$ cat src/rtl/rns_pkg.sv
// rns_pkg: shared types, defaults and helpers for the RNS conversion scheduler.
//   state_e      - scheduler FSM states
//   DEF_*        - default operand width, modulus count and residue width
//   is_pow2      - power-of-two modulus test (m >= 2)
//   coeff_idx    - LSB of entry (k,j) in the flattened coefficient table
//   res_idx      - LSB of slot k in the flattened modulus / residue vectors
package rns_pkg;

    typedef enum logic [1:0] {
        S_IDLE  = 2'd0,
        S_ACCUM = 2'd1,
        S_STORE = 2'd2,
        S_DONE  = 2'd3
    } state_e;

    localparam int DEF_WIDTH    = 32;
    localparam int DEF_NUM_MOD  = 4;
    localparam int DEF_MOD_SIZE = 4;

    function automatic logic is_pow2(input logic [31:0] m);
        return (m >= 32'd2) && ((m & (m - 32'd1)) == 32'd0);
    endfunction

    function automatic int coeff_idx(input int k, input int j, input int width, input int msize);
        return (k * width + j) * msize;
    endfunction

    function automatic int res_idx(input int k, input int msize);
        return k * msize;
    endfunction

endpackage

$ cat src/rtl/rns_mod_accum.sv
// rns_mod_accum: one combinational modular-accumulate step.
//   acc_i   - running accumulator (< m_i), MOD_SIZE+1 bits
//   coeff_i - 2^j mod m_i
//   bit_i   - operand magnitude bit j
//   m_i     - current modulus
//   acc_o   - (acc_i + (bit_i ? coeff_i : 0)) mod m_i
// Both addends are below m_i, so one conditional subtraction fully reduces.
module rns_mod_accum
    import rns_pkg::*;
#(
    parameter int MOD_SIZE = DEF_MOD_SIZE
) (
    input  logic [MOD_SIZE:0]   acc_i,
    input  logic [MOD_SIZE-1:0] coeff_i,
    input  logic                bit_i,
    input  logic [MOD_SIZE-1:0] m_i,
    output logic [MOD_SIZE:0]   acc_o
);

    logic [MOD_SIZE:0] sum;
    logic [MOD_SIZE:0] m_ext;

    always_comb begin
        m_ext = {1'b0, m_i};
        sum   = acc_i + (bit_i ? {1'b0, coeff_i} : '0);
        acc_o = (sum >= m_ext) ? (sum - m_ext) : sum;
    end

endmodule

$ cat src/rtl/rns_conv_scheduler.sv
// rns_conv_scheduler: converts one signed binary operand into its residue
// vector by time-sharing a single modular-accumulate step over all moduli.
//   clk, reset     - clock, asynchronous active-high reset
//   moduli         - modulus k at [k*MOD_SIZE +: MOD_SIZE] (stable while busy)
//   coeff_table    - entry (k,j) = 2^j mod m_k (stable while busy)
//   in_valid/in_ready/in_data    - operand handshake (ready only in IDLE)
//   out_valid/out_ready/out_res  - residue vector handshake
//   out_err        - bit k set when m_k < 2
//   busy           - high in every state except IDLE
// Optional feature macro RNS_POW2_BYPASS_EN: power-of-two moduli skip the
// serial walk and take a single mask-based STORE cycle.
module rns_conv_scheduler
    import rns_pkg::*;
#(
    parameter int WIDTH    = DEF_WIDTH,
    parameter int NUM_MOD  = DEF_NUM_MOD,
    parameter int MOD_SIZE = DEF_MOD_SIZE
) (
    input  logic                              clk,
    input  logic                              reset,
    input  logic [NUM_MOD*MOD_SIZE-1:0]       moduli,
    input  logic [NUM_MOD*WIDTH*MOD_SIZE-1:0] coeff_table,
    input  logic                              in_valid,
    output logic                              in_ready,
    input  logic [WIDTH-1:0]                  in_data,
    output logic                              out_valid,
    input  logic                              out_ready,
    output logic [NUM_MOD*MOD_SIZE-1:0]       out_res,
    output logic [NUM_MOD-1:0]                out_err,
    output logic                              busy
);

    localparam int KW = (NUM_MOD > 1) ? $clog2(NUM_MOD) : 1;
    localparam int JW = (WIDTH > 1) ? $clog2(WIDTH) : 1;
    localparam logic [KW-1:0] K_LAST = KW'(NUM_MOD - 1);
    localparam logic [JW-1:0] J_LAST = JW'(WIDTH - 1);

    state_e                            state_q;
    logic [KW-1:0]                     k_q;
    logic [JW-1:0]                     j_q;
    logic [MOD_SIZE:0]                 acc_q;
    logic [WIDTH-1:0]                  mag_q;
    logic                              neg_q;
    logic                              init_q;
    logic                              out_valid_q;
    logic                              busy_q;
    logic [NUM_MOD-1:0][MOD_SIZE-1:0]  res_q;
    logic [NUM_MOD-1:0]                err_q;

    logic [WIDTH-1:0]    mag_d;
    logic [MOD_SIZE-1:0] m_cur;
    logic [MOD_SIZE-1:0] coeff_cur;
    logic [MOD_SIZE:0]   acc_d;
    logic                byp_cur;
    logic                byp_nxt;
    logic                byp_first;
    logic [MOD_SIZE-1:0] r_base;
    logic [MOD_SIZE-1:0] r_store;
    logic                err_store;

    // Two's complement magnitude; -2^(WIDTH-1) maps to 2^(WIDTH-1) unsigned.
    assign mag_d = in_data[WIDTH-1] ? (~in_data + WIDTH'(1)) : in_data;

    always_comb begin
        m_cur = '0;
        for (int i = 0; i < NUM_MOD; i++) begin
            if (KW'(i) == k_q) m_cur = moduli[res_idx(i, MOD_SIZE) +: MOD_SIZE];
        end
        coeff_cur = coeff_table[coeff_idx(int'(k_q), int'(j_q), WIDTH, MOD_SIZE) +: MOD_SIZE];
    end

`ifdef RNS_POW2_BYPASS_EN
    logic [MOD_SIZE-1:0] m_nxt;

    always_comb begin
        m_nxt = '0;
        for (int i = 0; i < NUM_MOD; i++) begin
            if (i == int'(k_q) + 1) m_nxt = moduli[res_idx(i, MOD_SIZE) +: MOD_SIZE];
        end
    end

    assign byp_cur   = is_pow2(32'(m_cur));
    assign byp_nxt   = is_pow2(32'(m_nxt));
    assign byp_first = is_pow2(32'(moduli[MOD_SIZE-1:0]));
`else
    assign byp_cur   = 1'b0;
    assign byp_nxt   = 1'b0;
    assign byp_first = 1'b0;
`endif

    rns_mod_accum #(.MOD_SIZE(MOD_SIZE)) u_accum (
        .acc_i   (acc_q),
        .coeff_i (coeff_cur),
        .bit_i   (mag_q[j_q]),
        .m_i     (m_cur),
        .acc_o   (acc_d)
    );

    // Residue for slot k: serial accumulator or low-bit mask, then sign fix.
    always_comb begin
        r_base    = byp_cur ? (mag_q[MOD_SIZE-1:0] & (m_cur - MOD_SIZE'(1)))
                            : acc_q[MOD_SIZE-1:0];
        r_store   = r_base;
        err_store = (m_cur < MOD_SIZE'(2));
        if (neg_q && (r_base != '0)) r_store = m_cur - r_base;
        if (err_store)               r_store = '0;
    end

    always_ff @(posedge clk or posedge reset) begin
        if (reset) begin
            state_q     <= S_IDLE;
            k_q         <= '0;
            j_q         <= '0;
            acc_q       <= '0;
            mag_q       <= '0;
            neg_q       <= 1'b0;
            init_q      <= 1'b0;
            out_valid_q <= 1'b0;
            busy_q      <= 1'b0;
            res_q       <= '0;
            err_q       <= '0;
        end else begin
            init_q <= 1'b1;
            case (state_q)
                S_IDLE: begin
                    if (in_valid && in_ready) begin
                        mag_q   <= mag_d;
                        neg_q   <= in_data[WIDTH-1];
                        k_q     <= '0;
                        j_q     <= '0;
                        acc_q   <= '0;
                        busy_q  <= 1'b1;
                        state_q <= byp_first ? S_STORE : S_ACCUM;
                    end
                end
                S_ACCUM: begin
                    acc_q <= acc_d;
                    if (j_q == J_LAST) state_q <= S_STORE;
                    else               j_q     <= j_q + JW'(1);
                end
                S_STORE: begin
                    res_q[k_q] <= r_store;
                    err_q[k_q] <= err_store;
                    j_q        <= '0;
                    acc_q      <= '0;
                    if (k_q == K_LAST) begin
                        state_q     <= S_DONE;
                        out_valid_q <= 1'b1;
                    end else begin
                        k_q     <= k_q + KW'(1);
                        state_q <= byp_nxt ? S_STORE : S_ACCUM;
                    end
                end
                S_DONE: begin
                    // Handshake cycle only returns to IDLE; no same-cycle accept.
                    if (out_ready) begin
                        state_q     <= S_IDLE;
                        out_valid_q <= 1'b0;
                        busy_q      <= 1'b0;
                    end
                end
                default: state_q <= S_IDLE;
            endcase
        end
    end

    // Ready waits one edge after reset release, then tracks IDLE directly.
    assign in_ready  = (state_q == S_IDLE) && init_q;
    assign out_valid = out_valid_q;
    assign out_res   = res_q;
    assign out_err   = err_q;
    assign busy      = busy_q;

endmodule

$ cat config.mk
export PLATFORM = sky130hd
export DESIGN_NAME = rns_conv_scheduler
export DESIGN_NICKNAME = d
export VERILOG_FILES = /design/src/rtl/rns_pkg.sv /design/src/rtl/rns_mod_accum.sv /design/src/rtl/rns_conv_scheduler.sv
export SDC_FILE = /design/constraint.sdc
export NUM_CORES = 1
export LEC_CHECK = 0
export CORE_AREA = 3 3 229 231
export DETAILED_ROUTE_END_ITERATION = 8
export DIE_AREA = 0 0 232 234
export DONT_BUFFER_PORTS = 1
export SETUP_SLACK_MARGIN = 0.2
export SLEW_MARGIN = 20
export SYNTH_ARGS = -nofsm -noshare
export SYNTH_HDL_FRONTEND = slang
export SYNTH_SLANG_ARGS = --single-unit
$ cat constraint.sdc
create_clock -name clk -period 10.6 [get_ports clk]
set_clock_uncertainty 0.1 [all_clocks]
set_input_delay 1.59 -clock clk [delete_from_list [all_inputs] [get_ports clk]]
set_output_delay 1.59 -clock clk [all_outputs]
set_load 0.01 [all_outputs]
==> results.yml, run 1 <==
run_status:
  outcome: "completed"
global_route:
  grt_max_degree: 127
  grt_pass1_wl_um: 56400
  grt_pass1_vias: 8000
  grt_overflow: 0
  grt_use_total: 0.145
  antenna_found_initial: 23
setup_path:
  path_class: "flop to flop"
  worstSetupEndpointType: "flop"
  startpoint: "j_q[0]"
  path_delay_family: "compound AO/OA/AOI/OAI gates"
  critPathMaxStageDelay_ns: 0.91
  reg2regPathDepth: 15
  path_depth: 15
  cp-start-kind: "flop"
  crit_slowest_cell: "o41ai_1"
  cp_cell_sequence: "buf_12, mux2i_1, a22oi_1, a21oi_1, o41ai_1, nand4_1, or2_2, fa_1, inv_1, ha_1, a21o_1, a21o_1, a221oi_2, mux2i_1, a22o_1"
  crit_buf_inv: 2
  regToRegSetupSlack_ns: 4.37
  r2r-start: "j_q[0]"
  critPathCapture: "acc_q[1]"
  critPathMaxFanout: 125
  crit_arrival_ns: 6.34
  timing.rr.end: "acc_q[1]"
  worst_ep_required_time_ns: 10.72
routing:
  wire_per_inst_um: 26.7
  drtIter0Drc: 508
  detail_route.first_pass.iterations: 5
  via_per_inst: 5.03
  routed_wl_um: 43500
  dr_total_vias: 8199
  drcViolationCount: 0
  ant_nets: 0
floorplan:
  ios: 587
  rows: 82
  start_util: 0.175
  die_h_um: 234
  die_x_um: 232
  core_sq_um: 50300
  die-area_sq_um: 54300
logic_synthesis:
  ys_types: 53
  syn_nets: 1587
  ys_ff_latch: 70
  ys_seq_area_frac: 0.199
  async_flop_share: 1.00
  yosysMostFrequentCell: "mux2i_1"
  syn_avg_cell_area_sq_um: 8.77
  synth_top_area_share: 0.300
  synth_edf_count: 0
  ys.warnings.count: 0
  synth.cell_area_sq_um: 8790
  synth_top_cells_by_area: "mux2i_1, dfrtp_1, a22oi_1"
  synth_common_cells: "mux2i_1, a22oi_1, a21oi_1"
  yosysTopAreaCell: "mux2i_1"
  syn_inst: 1002
  synth_top_flop_cell: "dfrtp_1"
timing:
  slew_headroom: 0.355
  fmax_ghz: 0.161
  finalSetupViolations: 0
  tns_ns: 0
  hold_violations: 0
  slew_violations: 0
  post-route-period-util: 0.588
  tightest_slew_ns: 0.943
  min_period_ns: 6.23
  rsz0062_at_grt: "false"
clock_network:
  h-tree-depth: 3
  cts_tree: "done"
  clock_latency_ns: 0.33
  cts.sinks: 70
  cts_setup_buffers: 0
  post_cts_resized: 0
  cts_buffer_depth: 2
  cts_made_buffers: 9
  cts_hold_buf: 0
  clkTransAtPathRegs_ns: 0.06
  cts_root_buf: "clkbuf_16"
final_layout:
  area_growth_pct: 10.7
  final_layout_size_suffix_gt1_frac: 0.0677
  finalNonFillerCells: 1629
  layout.nets: 1525
  fillers: 5595
placed_design:
  dp.cells: 1601
  dp_hpwl_um: 37000
  gp_congestion: 0.825
  port_buffers: 0
hold_path:
  min_from: "acc_q[4]"
  hp-class: "flop to flop"
pwr:
  ir_drop_v: 0.000186
  p_leak_nw: 3.97
  powerDensity_nw_per_um2: 326
flow_run:
  drv_cap: 0
## tightest hold or removal path: cells and delay by family, from the launching register on
family / cells / cell delay, ns
and+or+nand+nor: 1 / 0.05
AOI/OAI and AO/OA: 1 / 0.05
DFF: 1 / 0.36
## metrics by stage
step / util / hold WS (ns) / setup slack (ns) / instance area (sq um) / total power [mW]
2_1_floorplan: - / 0.345 / 5.69 / 8790 / 2.28
3_3_place_gp: 0.186 / 0.383 / 4.30 / 9370 / 2.79
3_5_place_dp: 0.186 / 0.384 / 4.29 / 9370 / 2.87
4_1_cts: 0.193 / 0.397 / 4.31 / 9700 / 3.22
5_1_grt: 0.194 / 0.440 / 4.14 / 9730 / 3.43
6_report: 0.194 / 0.399 / 4.37 / 9730 / 3.17
## registers in the layout (all words and copies together), names as in the netlist
name       cells
out_valid      1
busy           1
j_q            5
state_q        2
k_q            2
neg_q          1
init_q         1
out_err        4
out_res       16
mag_q         32
acc_q          5
## power breakdown
group	switching (mW)	total, mW	internal (mW)
logic	1.31	2.35	1.04
clock network	0.118	0.332	0.214
registers	0.121	0.491	0.370
## cells by family (layout without fill, tap and decap cells)
| logic type | after synthesis | after routing | synth area share |
|---|---|---|---|
| compound gates | 339 | 339 | 0.260 |
| mux | 277 | 277 | 0.330 |
| simple gates | 151 | 151 | 0.0861 |
| buf+inv | 108 | 51 | 0.0568 |
| flops | 70 | 70 | 0.199 |
| xor+xnor | 35 | 35 | 0.0349 |
| fa+ha+maj | 21 | 21 | 0.0325 |
| other cells | 1 | 13 | 0.000427 |
## routing by layer
layer	share of wire	global-route usage	vias up
li1	-	-	3733
met1	0.39	0.175	3975
met2	0.50	0.249	419
met3	0.086	0.0422	56
met4	0.028	0.0459	16
met5	0.0025	0	-
## layout make-up
class                   instances  area [sq um]  area share
clock buffers                  10           239      0.0246
well taps                     672           841      0.0864
flip-flops and latches         70          1760       0.180
diodes                         12          30.0     0.00309
repair buffers                 14           130      0.0134
multi-input cells             824          6560       0.674
inverters                      21          78.8     0.00810
clock inverters                 6          93.8     0.00965
## cells in the final DEF, fill, tap and decap left out, types with 3 or more instances in the layout
master and count:
xnor2_1 7, nand4_1 5, a21o_1 7, o31ai_1 20
fa_1 3, and3b_1 4, ha_1 18, nand2b_1 8
or4_4 4, clkbuf_16 9, or2_2 5, a22oi_1 128
nor3b_1 4, mux2_2 4, buf_4 12, o41ai_1 21
a22o_1 6, inv_1 20, o211ai_1 3, o21ai_0 32
xor2_1 28, and2_1 4, nand2_1 47, nand3b_1 3
nor2b_1 6, a21oi_1 105, mux4_2 10, mux2i_1 263
nor2_1 44, dfrtp_1 69, diode_2 12, or3_1 6
o21a_1 6
## worst min path at each step
stage | end | slack [ns] | depth (start not counted)
after floorplan | mag_q[31] | 0.35 | 2
after global placement | acc_q[4] | 0.38 | 2
after detailed placement | acc_q[4] | 0.38 | 2
after CTS | acc_q[4] | 0.40 | 2
after global routing | mag_q[0] | 0.44 | 1
final | acc_q[4] | 0.40 | 2
(Power assumes the default switching activity.)
==> run 2, diff against run 1 <==
Clock period 10.6 ns to 6.2 ns, I/O delays scaled along.
==> results.yml, run 2 (synthesis gave the netlist of run 1 again) <==
final_layout:
  final_layout_size_suffix_gt1_frac: 0.0804
  layout.nets: 1538
  fin_util: 0.196
  fillers: 5561
  area_growth_pct: 11.9
  largest_register_ff_count: 32
  layout_commonest_cell: "mux2i_1"
  ff_latch_area_sq_um: 1760
  multi_input_area_sq_um: 6560
  final_cell_mix: "mux2i_1, a22oi_1, a21oi_1"
  top_register: "mag_q"
floorplan:
  core_sq_um: 50300
  die_x_um: 232
  die_h_um: 234
  ios: 587
  die-area_sq_um: 54300
  rows: 82
  start_util: 0.175
pwr:
  powerDensity_nw_per_um2: 555
  totalPowerFinal_mw: 5.46
  p_leak_nw: 4.04
  ir_drop_v: 0.000377
timing:
  slew_headroom: 0.344
  post-route-period-util: 0.902
  tightest_slew_ns: 0.959
  rsz0062_at_grt: "false"
  slew_violations: 0
  fmax_ghz: 0.179
  finalSetupViolations: 0
  tns_ns: 0
  min_period_ns: 5.60
  hold_violations: 0
clock_network:
  cts_buffer_depth: 2
  cts_made_buffers: 9
  clkTransAtPathRegs_ns: 0.07
  cts_root_buf: "clkbuf_16"
  h-tree-depth: 3
  cts_tree: "done"
  cts_setup_buffers: 0
  post_cts_resized: 0
  clock_latency_ns: 0.34
  cts.sinks: 70
  cts_hold_buf: 0
run_status:
  outcome: "completed"
placed_design:
  dp_hpwl_um: 39700
  gp_congestion: 0.830
  port_buffers: 0
global_route:
  grt_max_degree: 80
  antenna_found_initial: 15
  grt_pass1_vias: 8194
  grt_pass1_wl_um: 61100
  grt_use_total: 0.157
  grt_overflow: 0
routing:
  routed_wl_um: 46100
  via_per_inst: 5.08
  detail_route.first_pass.iterations: 5
  ant_nets: 0
  wire_per_inst_um: 28.2
  drcViolationCount: 0
  dr_total_vias: 8296
  drtIter0Drc: 613
setup_path:
  worst_ep_required_time_ns: 6.33
  cp-start-kind: "flop"
  path_class: "flop to flop"
  critPathMaxFanout: 29
  worstSetupEndpointType: "flop"
  crit_arrival_ns: 5.72
hold_path:
  hp-class: "flop to flop"
flow_run:
  drv_cap: 0
## run 2: changes by cell type in the layout (fill, tap and decap cells not counted), moves of 2 or more
cell	delta
diode_2	-8
bufinv_16	-2
buf_4	+7
buf_12	+6
## run 2: per-stage QoR
stage	setup WS [ns]	hold WS (ns)	cells	cell area (sq um)
detailed placement	0.550	0.380	1614	9540
CTS	0.531	0.395	1630	9820
finish	0.605	0.403	1634	9830
floorplan	1.64	0.345	1002	8790
global route	0.296	0.452	1633	9830
global placement	0.610	0.377	1614	9540
## run 2: metal layers
layer	track usage	part of all wire	vias to the layer above	routed length [um]
met5	0	0.0025	-	117
met4	0.0227	0.0080	18	367
met3	0.0422	0.077	34	3550
met2	0.271	0.49	438	22800
met1	0.199	0.42	4040	19300
li1	-	-	3766	-
## run 2: power by group
| part | switching [mW] | leakage (nW) | internal [mW] |
|---|---|---|---|
| Sequential | 0.189 | 0.747 | 0.632 |
| Combinational | 2.29 | 3.16 | 1.84 |
| Clock | 0.228 | 0.134 | 0.277 |
| Total | 2.71 | 4.04 | 2.75 |
## run 2: final timing paths
check	start	end	slack, ns	cells past startpoint
setup / recovery	j_q[1]	acc_q[1]	0.60	17
hold / removal	acc_q[4]	acc_q[4]	0.40	2
setup reg to reg	j_q[1]	acc_q[1]	0.60	17
hold reg to reg	acc_q[4]	acc_q[4]	0.40	2
max in group asynchronous	reset	j_q[0]	4.67	2
min in group asynchronous	reset	busy	0.65	2
## run 2: worst max-delay path, stage by stage (launching register included)
cell	delay, ns
dfrtp_1	0.87
nor2b_4	0.90
buf_12	0.26
a22oi_1	0.11
a21oi_1	0.45
o41ai_1	0.17
nand4_1	0.17
nor2_1	0.07
ha_1	0.21
inv_1	0.07
fa_1	0.47
inv_1	0.09
ha_1	0.24
a21o_1	0.16
a21o_1	0.19
a221oi_2	0.53
mux2i_1	0.16
a22o_1	0.22
## run 2: area by class of cell
type                    instances  share of cell area
repair buffers                 27              0.0308
multi-input cells             824               0.667
flip-flops and latches         70               0.179
inverters                      21             0.00802
well taps                     672              0.0855
clock buffers                   9              0.0229
clock inverters                 7             0.00585
diodes                          4             0.00102
==> run 3, diff against run 2 <==
Settings changed: CORE_AREA 3 3 229 231 to 3 3 227 229, DIE_AREA 0 0 232 234 to 0 0 230 232, SYNTH_HIERARCHICAL from default to 1.
==> results.yml, run 3 <==
setup_path:
  reg2regPathDepth: 21
  regToRegSetupSlack_ns: 0.38
  worst_ep_required_time_ns: 6.28
  crit_buf_inv: 3
  path_delay_family: "compound AO/OA/AOI/OAI gates"
  timing.rr.end: "acc_q[1]"
  worstSetupEndpointType: "flop"
  path_class: "flop to flop"
  cp_cell_sequence: "buf_4, nor2_2, buf_4, a221oi_1, o21ai_0, a221oi_2, nor3_1, a31oi_1, and2_1, ha_1, inv_1, fa_1, xnor2_1, ha_1, nor2_1, a21oi_1, and2_4, or3_4, mux2_4, a221oi_1, a21oi_1"
  cp-start-kind: "flop"
  critPathMaxStageDelay_ns: 0.63
  crit_arrival_ns: 5.91
  crit_slowest_cell: "dfrtp_4"
  r2r-start: "j_q[1]"
  critPathMaxFanout: 18
timing:
  rsz0062_at_grt: "false"
  hold_violations: 0
  slew_violations: 0
  post-route-period-util: 0.939
  slew_headroom: 0.303
  finalSetupViolations: 0
  tightest_slew_ns: 1.05
  tns_ns: 0
  fmax_ghz: 0.172
  min_period_ns: 5.82
logic_synthesis:
  ys_types: 65
  synth_top_flop_cell: "dfrtp_1"
  ys.warnings.count: 6
  synth_edf_count: 0
  synth_common_cells: "mux2i_1, mux4_2, a21oi_1"
  yosysMostFrequentCell: "mux2i_1"
  synth_top_cells_by_area: "mux4_2, dfrtp_1, mux2i_1"
  syn_avg_cell_area_sq_um: 9.98
  synth.cell_area_sq_um: 8720
  syn_inst: 874
  synth_top_area_share: 0.232
  ys_ff_latch: 70
  async_flop_share: 1.00
  yosysTopAreaCell: "mux4_2"
  syn_nets: 1459
  ys_seq_area_frac: 0.201
final_layout:
  layout.nets: 1432
  fin_util: 0.196
  area_growth_pct: 12.0
  fillers: 5526
  multi_input_area_sq_um: 6400
  final_cell_mix: "mux2i_1, mux4_2, a21oi_1"
  layout_commonest_cell: "mux2i_1"
  ff_latch_area_sq_um: 1770
  largest_register_ff_count: 32
  final_layout_size_suffix_gt1_frac: 0.218
  top_register: "mag_q"
hold_path:
  whs_endpoint: "mag_q[0]"
  hold_depth: 1
  hp-class: "flop to flop"
  min_from: "mag_q[0]"
floorplan:
  die-area_sq_um: 53400
  rows: 82
  die_x_um: 230
  die_h_um: 232
  start_util: 0.175
  ios: 587
  core_sq_um: 49900
global_route:
  grt_use_total: 0.161
  grt_pass1_vias: 7884
  grt_pass1_wl_um: 61200
  grt_max_degree: 71
  grt_overflow: 0
  antenna_found_initial: 30
clock_network:
  cts.sinks: 70
  cts_buffer_depth: 2
  cts_root_buf: "clkbuf_16"
  clkTransAtPathRegs_ns: 0.07
  cts_hold_buf: 0
  h-tree-depth: 3
  cts_tree: "done"
  cts_made_buffers: 9
  clock_latency_ns: 0.34
routing:
  via_per_inst: 5.23
  drcViolationCount: 0
  detail_route.first_pass.iterations: 5
  routed_wl_um: 46300
  wire_per_inst_um: 30.3
  ant_nets: 0
  dr_total_vias: 7996
  drtIter0Drc: 673
placed_design:
  dp_hpwl_um: 38600
  port_buffers: 0
  gp_congestion: 0.907
flow_run:
  drv_cap: 0
pwr:
  ir_drop_v: 0.000123
  powerDensity_nw_per_um2: 158
  p_leak_nw: 4.31
run_status:
  outcome: "completed"
==> run 3: cell types whose count changed in the layout (fill, tap and decap cells not counted), sizes merged, moves of 13 or more <==
cell    previous run  this run
mux2               4        17
mux4              10        92
o41ai             22         7
a21oi            105        81
o31ai             21         7
nand2             47        70
o21ai             32        57
a221oi             1        28
mux2i            263       101
o221ai             0        16
a22oi            128         4
==> run 3: final cells by class <==
| cell class | count | share of cell area |
|---|---|---|
| multi-input combinational | 699 | 0.655 |
| timing repair buffer | 39 | 0.0359 |
| sequential | 70 | 0.181 |
| clock inverter | 7 | 0.00704 |
| antenna | 5 | 0.00128 |
| tap | 672 | 0.0861 |
| clock buffer | 9 | 0.0231 |
| inverter | 28 | 0.0108 |
==> run 3: per-stage QoR <==
stage	std cells	setup WS, ns	area, sq um	hold WS [ns]	power (mW)
after floorplan	874	1.43	8720	0.376	0.898
after detailed placement	1507	0.405	9440	0.405	1.03
final	1529	0.376	9770	0.407	1.54
after global routing	1529	0.200	9770	0.432	1.64
after global placement	1507	0.501	9440	0.399	1.00
after CTS	1523	0.362	9730	0.411	1.56
==> run 3: cell families (layout without fill, tap and decap cells) <==
family	count (synthesis)	in the layout	share of synthesized area
AO/OA/AOI/OAI	257	257	0.193
XOR/XNOR	35	35	0.0352
adder cells (fa/ha/maj)	21	21	0.0327
buffers and inverters	105	83	0.0683
flip-flops	70	70	0.201
multiplexers	210	210	0.377
other	1	6	0.000430
AND/OR/NAND/NOR	175	175	0.0921
==> run 3: how the worst max path moves through the flow <==
stage / startpoint / end / slack (ns) / cells past startpoint
6_report: j_q[1] / acc_q[1] / 0.38 / 21
5_1_grt: j_q[1] / acc_q[2] / 0.20 / 21
4_1_cts: j_q[0] / acc_q[1] / 0.36 / 19
3_5_place_dp: j_q[1] / acc_q[1] / 0.40 / 21
3_3_place_gp: j_q[1] / acc_q[1] / 0.50 / 21
2_1_floorplan: coeff_table[262] / acc_q[1] / 1.43 / 16
==> run 3: timing repair <==
| action | in CTS | in global routing |
|---|---|---|
| setup endpoints to repair | 0 | 2 |
| setup buffers | 0 | 1 |
| gates resized for setup | 0 | 2 |
==> run 3: metal layers <==
layer	GRT usage	share of wire
met4	0.0331	0.022
met2	0.281	0.50
met1	0.195	0.39
met5	0	0.0039
met3	0.0509	0.090
==> run 3: report_power, final <==
part | total (mW) | internal [mW] | switching (mW)
clock network | 0.519 | 0.285 | 0.234
registers | 0.534 | 0.488 | 0.0461
logic | 0.489 | 0.242 | 0.247
==> run 3: worst register-to-register path: stages, from the launching register on <==
cell and delay, ns:
dfrtp_4 0.63, buf_4 0.35, nor2_2 0.20, buf_4 0.23, a221oi_1 0.27, o21ai_0 0.29, a221oi_2 0.42, nor3_1 0.09
a31oi_1 0.20, and2_1 0.18, ha_1 0.18, inv_1 0.07, fa_1 0.43, xnor2_1 0.24, ha_1 0.32, nor2_1 0.13
a21oi_1 0.07, and2_4 0.17, or3_4 0.42, mux2_4 0.31, a221oi_1 0.31, a21oi_1 0.07
